`src/rtl/spi_sensor_regbank.sv`:
```
// rtl/spi_sensor_regbank.sv - SPI slave register bank with sensor snapshot load and burst access
module spi_sensor_regbank #(
    parameter int DATA_W   = 11,
    parameter int ADDR_W   = 4,
    parameter int BURST_EN = 1
) (
    input  logic                              spi_clk,
    input  logic                              rst,
    input  logic                              csb,
    input  logic                              mosi,
    output logic                              miso,
    input  logic                              ldb,
    input  logic [(2**ADDR_W)*DATA_W-1:0]     sensor_data,
    output logic                              frame_done,
    output logic                              wr_collision
);
    localparam int NUM_CH  = 2**ADDR_W;
    localparam int FRAME_W = 1 + ADDR_W + DATA_W;
    localparam int CNT_W   = $clog2(FRAME_W + 1);
    localparam logic [CNT_W-1:0] HDR_LAST  = CNT_W'(ADDR_W);
    localparam logic [CNT_W-1:0] DATA_LAST = CNT_W'(FRAME_W - 1);
    localparam logic [CNT_W-1:0] CONT_LAST = CNT_W'(DATA_W - 1);

    typedef enum logic [1:0] {HDR, DATA, CONT} state_t;

    state_t              state_q, state_d;
    logic [CNT_W-1:0]    cnt_q, cnt_d;
    logic                rw_q, rw_d;
    logic [ADDR_W-1:0]   addr_q, addr_d;
    logic [ADDR_W-1:0]   hdr_addr, next_addr;
    logic [DATA_W-2:0]   shift_q, shift_d;
    logic [DATA_W-1:0]   rdata_q, rdata_d;
    logic [DATA_W-1:0]   wdata;
    logic                miso_q, miso_d;
    logic                done_q, done_d;
    logic                coll_q, coll_d;
    logic                ldb_q;
    logic                load, wr_en, word_end;
    logic [DATA_W-1:0]   regs_q [NUM_CH];
    logic [DATA_W-1:0]   regs_d [NUM_CH];

    assign hdr_addr  = {addr_q[ADDR_W-2:0], mosi};
    assign next_addr = addr_q + ADDR_W'(1);
    assign wdata     = {shift_q, mosi};
    assign load      = ldb_q & ~ldb;

    always_comb begin
        state_d  = state_q;
        cnt_d    = cnt_q;
        rw_d     = rw_q;
        addr_d   = addr_q;
        shift_d  = shift_q;
        rdata_d  = rdata_q;
        miso_d   = miso_q;
        done_d   = 1'b0;
        coll_d   = coll_q;
        wr_en    = 1'b0;
        word_end = 1'b0;
        regs_d   = regs_q;

        if (csb) begin
            cnt_d   = '0;
            state_d = HDR;
            miso_d  = 1'b0;
            rdata_d = '0;
        end else begin
            cnt_d   = cnt_q + CNT_W'(1);
            miso_d  = rdata_q[DATA_W-1];
            rdata_d = {rdata_q[DATA_W-2:0], 1'b0};
            unique case (state_q)
                HDR: begin
                    if (cnt_q == '0) rw_d = mosi;
                    else             addr_d = hdr_addr;
                    if (cnt_q == HDR_LAST) begin
                        state_d = DATA;
                        if (rw_q) begin
                            miso_d  = regs_q[hdr_addr][DATA_W-1];
                            rdata_d = {regs_q[hdr_addr][DATA_W-2:0], 1'b0};
                        end
                    end
                end
                DATA, CONT: begin
                    shift_d  = {shift_q[DATA_W-3:0], mosi};
                    word_end = (state_q == DATA) ? (cnt_q == DATA_LAST) : (cnt_q == CONT_LAST);
                    if (word_end) begin
                        done_d = 1'b1;
                        cnt_d  = '0;
                        wr_en  = ~rw_q;
                        // Burst: the next word is fetched on the same edge so its MSB is ready for bit 0
                        if (BURST_EN != 0) begin
                            state_d = CONT;
                            addr_d  = next_addr;
                            if (rw_q) begin
                                miso_d  = regs_q[next_addr][DATA_W-1];
                                rdata_d = {regs_q[next_addr][DATA_W-2:0], 1'b0};
                            end
                        end else begin
                            state_d = HDR;
                        end
                    end
                end
                default: state_d = HDR;
            endcase
        end

        if (load) begin
            for (int k = 0; k < NUM_CH; k++) regs_d[k] = sensor_data[k*DATA_W +: DATA_W];
            if (wr_en) coll_d = 1'b1;
        end else if (wr_en) begin
            regs_d[addr_q] = wdata;
        end
    end

    always_ff @(posedge spi_clk) begin
        if (rst) begin
            state_q <= HDR;
            cnt_q   <= '0;
            rw_q    <= 1'b0;
            addr_q  <= '0;
            shift_q <= '0;
            rdata_q <= '0;
            miso_q  <= 1'b0;
            done_q  <= 1'b0;
            coll_q  <= 1'b0;
            ldb_q   <= 1'b1;
            for (int k = 0; k < NUM_CH; k++) regs_q[k] <= '0;
        end else begin
            state_q <= state_d;
            cnt_q   <= cnt_d;
            rw_q    <= rw_d;
            addr_q  <= addr_d;
            shift_q <= shift_d;
            rdata_q <= rdata_d;
            miso_q  <= miso_d;
            done_q  <= done_d;
            coll_q  <= coll_d;
            ldb_q   <= ldb;
            regs_q  <= regs_d;
        end
    end

    assign miso         = miso_q;
    assign frame_done   = done_q;
    assign wr_collision = coll_q;
endmodule
```
`config.mk`:
```
export PLATFORM = sky130hd
export DESIGN_NAME = spi_sensor_regbank
export DESIGN_NICKNAME = d
export VERILOG_FILES = /design/src/rtl/spi_sensor_regbank.sv
export SDC_FILE = /design/constraint.sdc
export NUM_CORES = 1
export LEC_CHECK = 0
export CAP_MARGIN = 30
export CORE_UTILIZATION = 55
export DETAILED_ROUTE_END_ITERATION = 7
export PLACE_DENSITY_LB_ADDON = 0.05
export SLEW_MARGIN = 5
export SYNTH_ARGS = -nofsm -noshare
export SYNTH_HDL_FRONTEND = slang
export SYNTH_SLANG_ARGS = --single-unit
```
`constraint.sdc`:
```
create_clock -name spi_clk -period 3.6 [get_ports spi_clk]
set_input_delay 0.72 -clock spi_clk [delete_from_list [all_inputs] [get_ports spi_clk]]
set_output_delay 0.72 -clock spi_clk [all_outputs]
set_load 0.005 [all_outputs]
```
==> qor.json <==
{
  "setup_path": {
    "crit_type": "register to register",
    "reg2reg_depth": 7,
    "nature_of_the_critical_path_startpoint": "register",
    "required_ns": 3.97,
    "worstPathArrival_ns": 3.36,
    "path_max_fanout": 17,
    "crit_path_end_kind": "register"
  },
  "clock_tree": {
    "clock_path_buffers": 3,
    "post_cts.repair.setup_buffers": 0,
    "tritoncts_clock_tree": "yes",
    "skew_pair_late_insertion_delay_ns": 0.52,
    "cts_resized": 0,
    "tritoncts_num_sinks": 212,
    "clock-root-buffer": "sky130_fd_sc_hd__clkbuf_16",
    "clk_pin_slew_ns": 0.07,
    "hold_fix_buffer_count_after_cts": 0,
    "clock_tree.htree_level_count": 1,
    "cts_made_buffers": 24
  },
  "sta": {
    "max_freq_mhz": 335,
    "tightestPinTransition_ns": 0.910,
    "slew_headroom_pct": 39.3,
    "final.min_clock_period_ns": 2.98,
    "hold_slack_ns": 0.382,
    "slew_violations": 0,
    "setup_violations": 0,
    "worst_slack_ns": 0.617,
    "layout_worst_path_cycle_share_pct": 82.9,
    "rsz0062_at_grt": "no",
    "fin_skew_ns": 0.0129,
    "finalHoldViolations": 0,
    "fin_tns_setup_ns": 0
  },
  "floorplanning": {
    "start_util_pct": 55.9,
    "die-width_um": 151,
    "die_y_um": 151,
    "placeableCoreArea_um2": 21800,
    "die_area_um2": 22700,
    "row_count": 54,
    "boundaryPins": 184
  },
  "global_routing": {
    "number_of_antenna_violations_at_the_first_check_in_global_routing": 0,
    "grt_remaining_overflow": 0,
    "grt_first_pass_wirelength_um": 65600,
    "global_route.usage.total_pct": 38.5,
    "use_met3_pct": 10.5,
    "met1_usage_pct": 57.5,
    "global_route.peak_usage_layer": "met1",
    "grt_max_degree": 102,
    "first_global_vias": 11209,
    "met2_usage_pct": 52.2
  },
  "yosys": {
    "synthesis_warning_total": 0,
    "synth_enable_flop_cells": 0,
    "synth.ff_latch_count": 212,
    "seq_area_frac_synth_pct": 34.9,
    "post_synth_inst_count": 1506,
    "async_set_or_reset_register_ratio_after_synthesis_pct": 0,
    "mappedNetlistArea_um2": 12200,
    "synth_nets": 1696,
    "commonest_register_cell_after_synthesis": "sky130_fd_sc_hd__dfxtp_1",
    "synthDistinctLibCells": 56,
    "avgSynthCellArea_um2": 8.07
  },
  "detailed_routing": {
    "post_drt_wl_per_cell_um": 22.9,
    "post_detailed_route_via_to_cell_ratio": 6.51,
    "detail_route.iter0.violations": 1499,
    "route.final.wire_length_um": 43600,
    "detailed_routing_iteration_count_for_the_pre_antenna_repair_pass": 5,
    "detail-route-antenna-nets": 0,
    "routed-via-count": 12412,
    "drt_drc_violations_left": 0
  },
  "place": {
    "io_buffers": 183,
    "gp_congestion": 1.01,
    "place.detailed.instances": 1865,
    "preCtsSetupSlack_ns": 0.510,
    "post-dp-hpwl_um": 31200
  },
  "cells_and_area": {
    "finalCoreUtilization_pct": 68.8,
    "area_growth_pct": 23.1,
    "fin_nets": 1801,
    "final_cells": 1908,
    "final_layout_size_suffix_gt1_share_pct": 10.6,
    "antenna_diode_instance_count": 0
  },
  "pwr": {
    "power.static_leakage_nw": 5.39,
    "power.ir.vdd_worst_v": 0.000326,
    "cellPowerDensity_nw_per_um2": 430
  },
  "hold_path": {
    "timing.hold.worst_path_depth": 2,
    "min-delay-path-class": "primary input to register"
  },
  "status": {
    "outcome": "completed"
  },
  "flow_run": {
    "max-cap-violations": 0
  }
}
[kinds of logic after synthesis]
logic type,synth area share (%)
AO/OA/AOI/OAI,20.7
AND/OR/NAND/NOR,19.5
XOR/XNOR,0.422
flip-flops,34.9
buffers and inverters,5.42
adder cells (fa/ha/maj),0.926
multiplexers,18.2
[sequential cells by signal (all words and copies together), names as in the netlist]
register / count
regs_q: 176
rdata_q: 10
shift_q: 10
cnt_q: 5
addr_q: 4
state_q: 2
frame_done: 1
ldb_q: 1
miso: 1
rw_q: 1
wr_collision: 1
[report_power, final]
group	total [mW]	switching (mW)	internal [mW]	leakage [nW]
Clock	2.67	1.05	1.63	0.423
Sequential	2.69	0.191	2.50	1.75
Combinational	1.07	0.507	0.562	3.21
Total	6.44	1.75	4.69	5.39
[path summary, 6_finish.rpt]
path | start | end | slack [ns]
worst max-delay path | state_q[0] | regs_q[160] | 0.62
worst min-delay path | rst | rw_q | 0.38
worst max register to register | state_q[0] | regs_q[160] | 0.62
worst min register to register | rdata_q[5] | rdata_q[6] | 0.47
[Yosys cell counts (all sizes together), types with 10 or more instances]
library cell / n / area (um2)
o21ai: 188 / 941
mux2i: 63 / 631
clkbuf: 112 / 422
nor3: 181 / 911
buf: 27 / 200
mux2: 20 / 225
dfxtp: 212 / 4240
nand2: 89 / 334
o22ai: 27 / 169
mux4: 60 / 1350
inv: 10 / 37.5
nor2: 202 / 758
or3: 11 / 68.8
nor2b: 12 / 75.1
a21oi: 201 / 1010
[cells in the final DEF (no fill, tap or decap), drive strengths merged, types with 3 or more instances in the layout]
cell type and n:
dfxtp 212, nor2 202, a21oi 201, o21ai 188, clkdlybuf4s50 182, nor3 181, nand2 89, mux2i 63
mux4 60, buf 36, clkbuf 33, o22ai 27, mux2 20, nor2b 12, or3 11, inv 11
a221oi 9, a211o 9, ha 9, nand3 8, and3 5, o2111a 4, o2111ai 4, nand2b 4
clkinv 4, a31oi 3, a21boi 3, nand3b 3, bufinv 3, xnor2 3
[layout make-up]
type                       instances  area [um2]
clock buffer                      33         726
clock inverter                    10         139
fill                            1824        6790
inverter                          10        37.5
multi-input combinational       1145        7300
sequential                       212        4250
tap                              280         350
timing repair buffer             218        2170
[worst max-delay path: stages, from the launching register on]
cell	delay, ns
sky130_fd_sc_hd__dfxtp_1	0.40
sky130_fd_sc_hd__inv_1	0.06
sky130_fd_sc_hd__ha_1	0.64
sky130_fd_sc_hd__nor3b_2	0.47
sky130_fd_sc_hd__o2111a_1	0.50
sky130_fd_sc_hd__nand2_1	0.41
sky130_fd_sc_hd__a21oi_1	0.27
sky130_fd_sc_hd__nor3_1	0.07
[routing by layer]
metal	wire length [um]	up-vias
met3	6060	105
li1	-	5685
met2	17400	791
met1	18400	5831
met4	1700	0
met5	0	-
[metrics by stage]
stage                     cell area (um2)  power (mW)
final                               15000        6.44
after global routing                15000        6.64
after CTS                           15000        6.42
after detailed placement            14100        3.77
after global placement              14100        3.75
after floorplan                     12200        3.31
Power figures use the tool's default switching activity.
